### src/rtl/mem_arbiter.sv
// mem_arbiter: two-port round-robin arbiter and optional initialiser in front of
// a single-write-port memory with combinational read. It serialises client reads
// and writes to one per cycle and returns registered one-cycle responses.
//
// Build option: define MEM_ARB_INIT_SWEEP_EN to write INIT_VALUE to every entry
// after reset, before any traffic is accepted. When it is undefined, traffic is
// accepted from the first cycle after reset deasserts.
//
// Ports:
//   clock, reset       rising-edge clock, synchronous active-low reset
//   io_req_valid/write per-port request valid and write flag (bit p = port p)
//   io_req_addr/wdata  per-port address and write data, port p at [p*W +: W]
//   io_req_ready       one-hot grant, combinational
//   io_resp_valid      per-port response pulse, one cycle after accept
//   io_resp_data       shared response data: read data, or the written data
//   io_init_done       high while traffic can be accepted
//   io_mem_*           memory write port, read address, and read data
module mem_arbiter #(
    parameter int unsigned       ADDR_W     = 2,
    parameter int unsigned       DATA_W     = 2,
    parameter logic [DATA_W-1:0] INIT_VALUE = '0
) (
    input  logic                  clock,
    input  logic                  reset,
    input  logic [1:0]            io_req_valid,
    input  logic [1:0]            io_req_write,
    input  logic [2*ADDR_W-1:0]   io_req_addr,
    input  logic [2*DATA_W-1:0]   io_req_wdata,
    output logic [1:0]            io_req_ready,
    output logic [1:0]            io_resp_valid,
    output logic [DATA_W-1:0]     io_resp_data,
    output logic                  io_init_done,
    output logic                  io_mem_wrEna,
    output logic [ADDR_W-1:0]     io_mem_wrAddr,
    output logic [DATA_W-1:0]     io_mem_wrData,
    output logic [ADDR_W-1:0]     io_mem_rdAddr,
    input  logic [DATA_W-1:0]     io_mem_rdData
);

    logic [ADDR_W-1:0] addr0, addr1;
    logic [DATA_W-1:0] wdata0, wdata1;

    assign addr0  = io_req_addr[0 +: ADDR_W];
    assign addr1  = io_req_addr[ADDR_W +: ADDR_W];
    assign wdata0 = io_req_wdata[0 +: DATA_W];
    assign wdata1 = io_req_wdata[DATA_W +: DATA_W];

    // Priority pointer: 0 favours port 0, 1 favours port 1 when both are valid.
    logic              ptr_q, ptr_d;
    logic [1:0]        resp_valid_q, resp_valid_d;
    logic [DATA_W-1:0] resp_data_q, resp_data_d;

    logic              in_run;
    logic [1:0]        grant;
    logic              win;
    logic              win_write;
    logic              accept;
    logic [ADDR_W-1:0] win_addr;
    logic [DATA_W-1:0] win_wdata;

`ifdef MEM_ARB_INIT_SWEEP_EN
    typedef enum logic {
        ST_INIT = 1'b0,
        ST_RUN  = 1'b1
    } state_e;

    localparam logic [ADDR_W-1:0] LAST_ADDR = '1;

    state_e            state_q, state_d;
    logic [ADDR_W-1:0] cnt_q, cnt_d;

    assign in_run = (state_q == ST_RUN);
`else
    assign in_run = 1'b1;
`endif

    // Grant, memory drive, pointer and response next-state.
    always_comb begin
        grant         = 2'b00;
        if (reset && in_run) begin
            case (io_req_valid)
                2'b01:   grant = 2'b01;
                2'b10:   grant = 2'b10;
                2'b11:   grant = ptr_q ? 2'b10 : 2'b01;
                default: grant = 2'b00;
            endcase
        end

        win           = grant[1];
        accept        = |grant;
        win_write     = io_req_write[win];
        win_addr      = win ? addr1 : addr0;
        win_wdata     = win ? wdata1 : wdata0;

        io_req_ready  = grant;
        io_mem_wrEna  = accept & win_write;
        io_mem_wrAddr = win_addr;
        io_mem_wrData = (accept & win_write) ? win_wdata : INIT_VALUE;
        io_mem_rdAddr = (accept & ~win_write) ? win_addr : addr0;

        ptr_d         = accept ? ~win : ptr_q;
        resp_valid_d  = grant;
        resp_data_d   = resp_data_q;
        if (accept) begin
            resp_data_d = win_write ? win_wdata : io_mem_rdData;
        end

`ifdef MEM_ARB_INIT_SWEEP_EN
        state_d = state_q;
        cnt_d   = cnt_q;
        if (state_q == ST_INIT) begin
            // Sweep one entry per cycle; leave after the last address is written.
            cnt_d         = cnt_q + ADDR_W'(1);
            io_mem_wrEna  = reset;
            io_mem_wrAddr = cnt_q;
            io_mem_wrData = INIT_VALUE;
            if (cnt_q == LAST_ADDR) begin
                state_d = ST_RUN;
            end
        end
`endif
    end

    // State registers.
    always_ff @(posedge clock) begin
        if (!reset) begin
            ptr_q        <= 1'b0;
            resp_valid_q <= 2'b00;
            resp_data_q  <= '0;
`ifdef MEM_ARB_INIT_SWEEP_EN
            state_q      <= ST_INIT;
            cnt_q        <= '0;
`endif
        end else begin
            ptr_q        <= ptr_d;
            resp_valid_q <= resp_valid_d;
            resp_data_q  <= resp_data_d;
`ifdef MEM_ARB_INIT_SWEEP_EN
            state_q      <= state_d;
            cnt_q        <= cnt_d;
`endif
        end
    end

    assign io_resp_valid = resp_valid_q;
    assign io_resp_data  = resp_data_q;
    // Gated by reset so it reads 0 while reset is held, in either build.
    assign io_init_done  = reset & in_run;

endmodule

### config.mk
export PLATFORM = sky130hd
export DESIGN_NAME = mem_arbiter
export DESIGN_NICKNAME = d
export VERILOG_FILES = /design/src/rtl/mem_arbiter.sv
export SDC_FILE = /design/constraint.sdc
export NUM_CORES = 1
export LEC_CHECK = 0
export ABC_AREA = 0
export BUFFER_PORTS_ARGS = -buffer_cell sky130_fd_sc_hd__buf_4
export CAP_MARGIN = 10
export CORE_AREA = 3 3 40 42
export CTS_CLUSTER_SIZE = 8
export DETAILED_ROUTE_END_ITERATION = 10
export DIE_AREA = 0 0 43 45
export GPL_ROUTABILITY_DRIVEN = 0
export SLEW_MARGIN = 25
export SYNTH_ARGS = -nofsm -noshare
export SYNTH_HDL_FRONTEND = slang
export SYNTH_SLANG_ARGS = --single-unit
### constraint.sdc
create_clock -name clock -period 1.44 [get_ports clock]
set_input_delay 0.288 -clock clock [delete_from_list [all_inputs] [get_ports clock]]
set_output_delay 0.288 -clock clock [all_outputs]
set_load 0.02 [all_outputs]
==> run metrics <==
status=finished with violations; failing checks=negative setup slack; # nets final=between 100 and 150; vias per cell=between 4 and 5; Final HPWL DP=about 940 um; vias in the first global route=~490; Max Slew Vio Count=0; Fin Hold WS=approximately 330 ps; Crit Path Class=reg -> out; sequential area share after synthesis=0.281; crit path buf inv count=2; min Tclk post-route=1780 ps; largest family of logic cells by synthesized area=simple AND/OR/NAND/NOR gates; fin area=roughly 800 um2; # DRC=0; Crit-path slowest cell=dfxtp_2; Worst VDD drop=between 0.0002 and 0.00025 V; maxcap violations=0; Die Wd=roughly 43 um; buffers added on ports=29; Cell Chain, Critical Path=and2b_4, buf_12, nor2_4, mux2_4, buf_6; Slew Limit Headroom=0.823; area grow syn2layout=123%; Placed Area=between 600 and 700 um2; H-tree levels=1; YS warnings=0; crit-path max cell delay=330 ps; fraction of layout cells with a size suffix above 1=0.626; core area=approximately 0.0013 mm2; largest net degree at the start of global routing=7; Synth area leader=dfxtp_1; period utilization=1.24; post-synth top area share=0.281; required time of the critical path=1150 ps; top cell family by delay on the critical path=simple AND/OR/NAND/NOR gates; FF+latch count, synth=5; IO Count=30; Yosys cell types=21; Post-Syn Nets=~60; Worst Tran Pin Value=between 200 and 300 ps; Final setup viols=9; Chip Height=between 40 and 50 um; setup TNS=-2210 ps; initial core utilization=0.278; clock sink total=5; Post-Route WL=1.37 mm; Synth Instances=45; Inserted Clock Buffers=3; Clock Skew=~1.5 ps; post-synthesis cell area=roughly 360 um2; clk_lat worst skew=~240 ps; DR WL/cell=~13 um; pwr dens=~700 mW/mm2; Final Worst Setup Slack=-343 ps; commonest non-fill, non-tap cell in the layout=buf_4; Synth area leaders=dfxtp_1 28%, mux2_1 13%, nand2_1 7.4%; drt first-iter violations=12; antenna violations before repair=0; Layout fillers=roughly 120; mean area per synthesized cell=7.92 um2; critical path peak fanout=3; Routed Antenna Nets=0; clk root buf=clkbuf_4; DP Worst Slack=-167 ps; first-pass GRT wire length=2.00 mm; Worst-path clk slew=approximately 50 ps; leakage power=roughly 0.00042 uW; Worst setup EP type=output port; GRT Residual Overflow=0; fmax=561 MHz; GRT Total Usage=0.142; # diodes=0; post-synthesis compound-gate area fraction=0.207; WP data arrival=1490 ps; Post-Synth Simple-Gate Area=0.323; adder-cell share of the synthesized area=0; post-synthesis mux area share=0.126; CTS Buffer Depth=2; num rows=13; xor-xnor portion of the synthesized cell area=0; unrepaired setup endpoints after global routing=yes; Hold Path Class=in -> reg; Die ar.=roughly 0.0019 mm2; router iterations before antenna repair=4; commonest non-fill, non-tap cells in the layout=34 x buf_4, 8 x buf_6, 7 x nand2_1; Final Hold Violating Endpoints=0; CTS tree=done; via count=506; Power Total=about 550 uW; crit path launch type=flop
==> stage by stage <==
stage | utilization | instances
2_1_floorplan | - | 45
3_3_place_gp | 0.500 | 95
3_5_place_dp | 0.500 | 95
4_1_cts | 0.578 | 102
5_1_grt | 0.618 | 106
6_report | 0.618 | 106
==> layout make-up <==
class	count	area, um2	share of cell area
Tap cell	15	18.8	0.0236
Sequential cell	5	101	0.128
Timing Repair Buffer	43	365	0.460
Multi-Input combinational cell	35	268	0.337
Clock buffer	4	26.3	0.0331
Inverter	4	15.0	0.0189
==> cell usage after synthesis <==
cell type  count
o21ai_0        1
inv_1          4
o211ai_1       2
a31oi_1        2
and2_1         1
buf_4          1
and2b_4        1
and2_4         1
nand2b_1       2
nor3_1         1
nor2_1         3
a21boi_0       2
nand2_1        7
o22ai_1        1
nor2_2         1
dfxtp_1        5
a21oi_1        1
a22oi_1        2
and3_1         2
nor3_4         1
mux2_1         4
==> worst min-delay path, stage by stage <==
cell and delay, ps:
buf_4 110, nand2_1 50, a31oi_1 70
==> sequential cells by signal, summed over array words and instances (netlist names) <==
name	count
ptr_q	1
io_resp_data	2
io_resp_valid	2
==> logic make-up (layout without fill, tap and decap cells) <==
logic type / after synthesis / count (layout)
AOI/OAI and AO/OA: 11 / 11
and+or+nand+nor: 20 / 20
DFF: 5 / 5
muxes: 4 / 4
buffers and inverters: 5 / 51
==> final timing paths <==
kind | from | depth (start not counted) | slack [ps] | to
max | ptr_q | 5 | -340 | io_mem_wrAddr[0]
min | io_mem_rdData[0] | 3 | 330 | io_resp_data[0]
max reg2reg | ptr_q | 7 | 0 | io_resp_data[0]
min reg2reg | io_resp_data[0] | 2 | 610 | io_resp_data[0]
==> power by group <==
group | switching [uW] | internal (uW) | total, uW | leakage [uW]
combinational | 101 | 126 | 227 | 0.000360
clock | 61.4 | 105 | 166 | 0.0000150
sequential | 4.23 | 149 | 153 | 0.0000416
==> per-layer routing <==
layer | up-vias | part of all wire | GRT usage | wire (um)
met2 | 17 | 0.54 | 0.246 | 746
met1 | 229 | 0.36 | 0.145 | 498
met3 | 8 | 0.055 | 0.0438 | 75
met4 | 0 | 0.039 | 0.102 | 53
met5 | - | 0 | 0 | 0
li1 | 252 | - | - | -
==> repair_timing <==
item	CTS	global route
hold buffers	0	0
gates resized for setup	11	5
buffers inserted	4	4
pin swaps	3	5
endpoints found under the setup margin	8	9
Power figures use the tool's default switching activity.
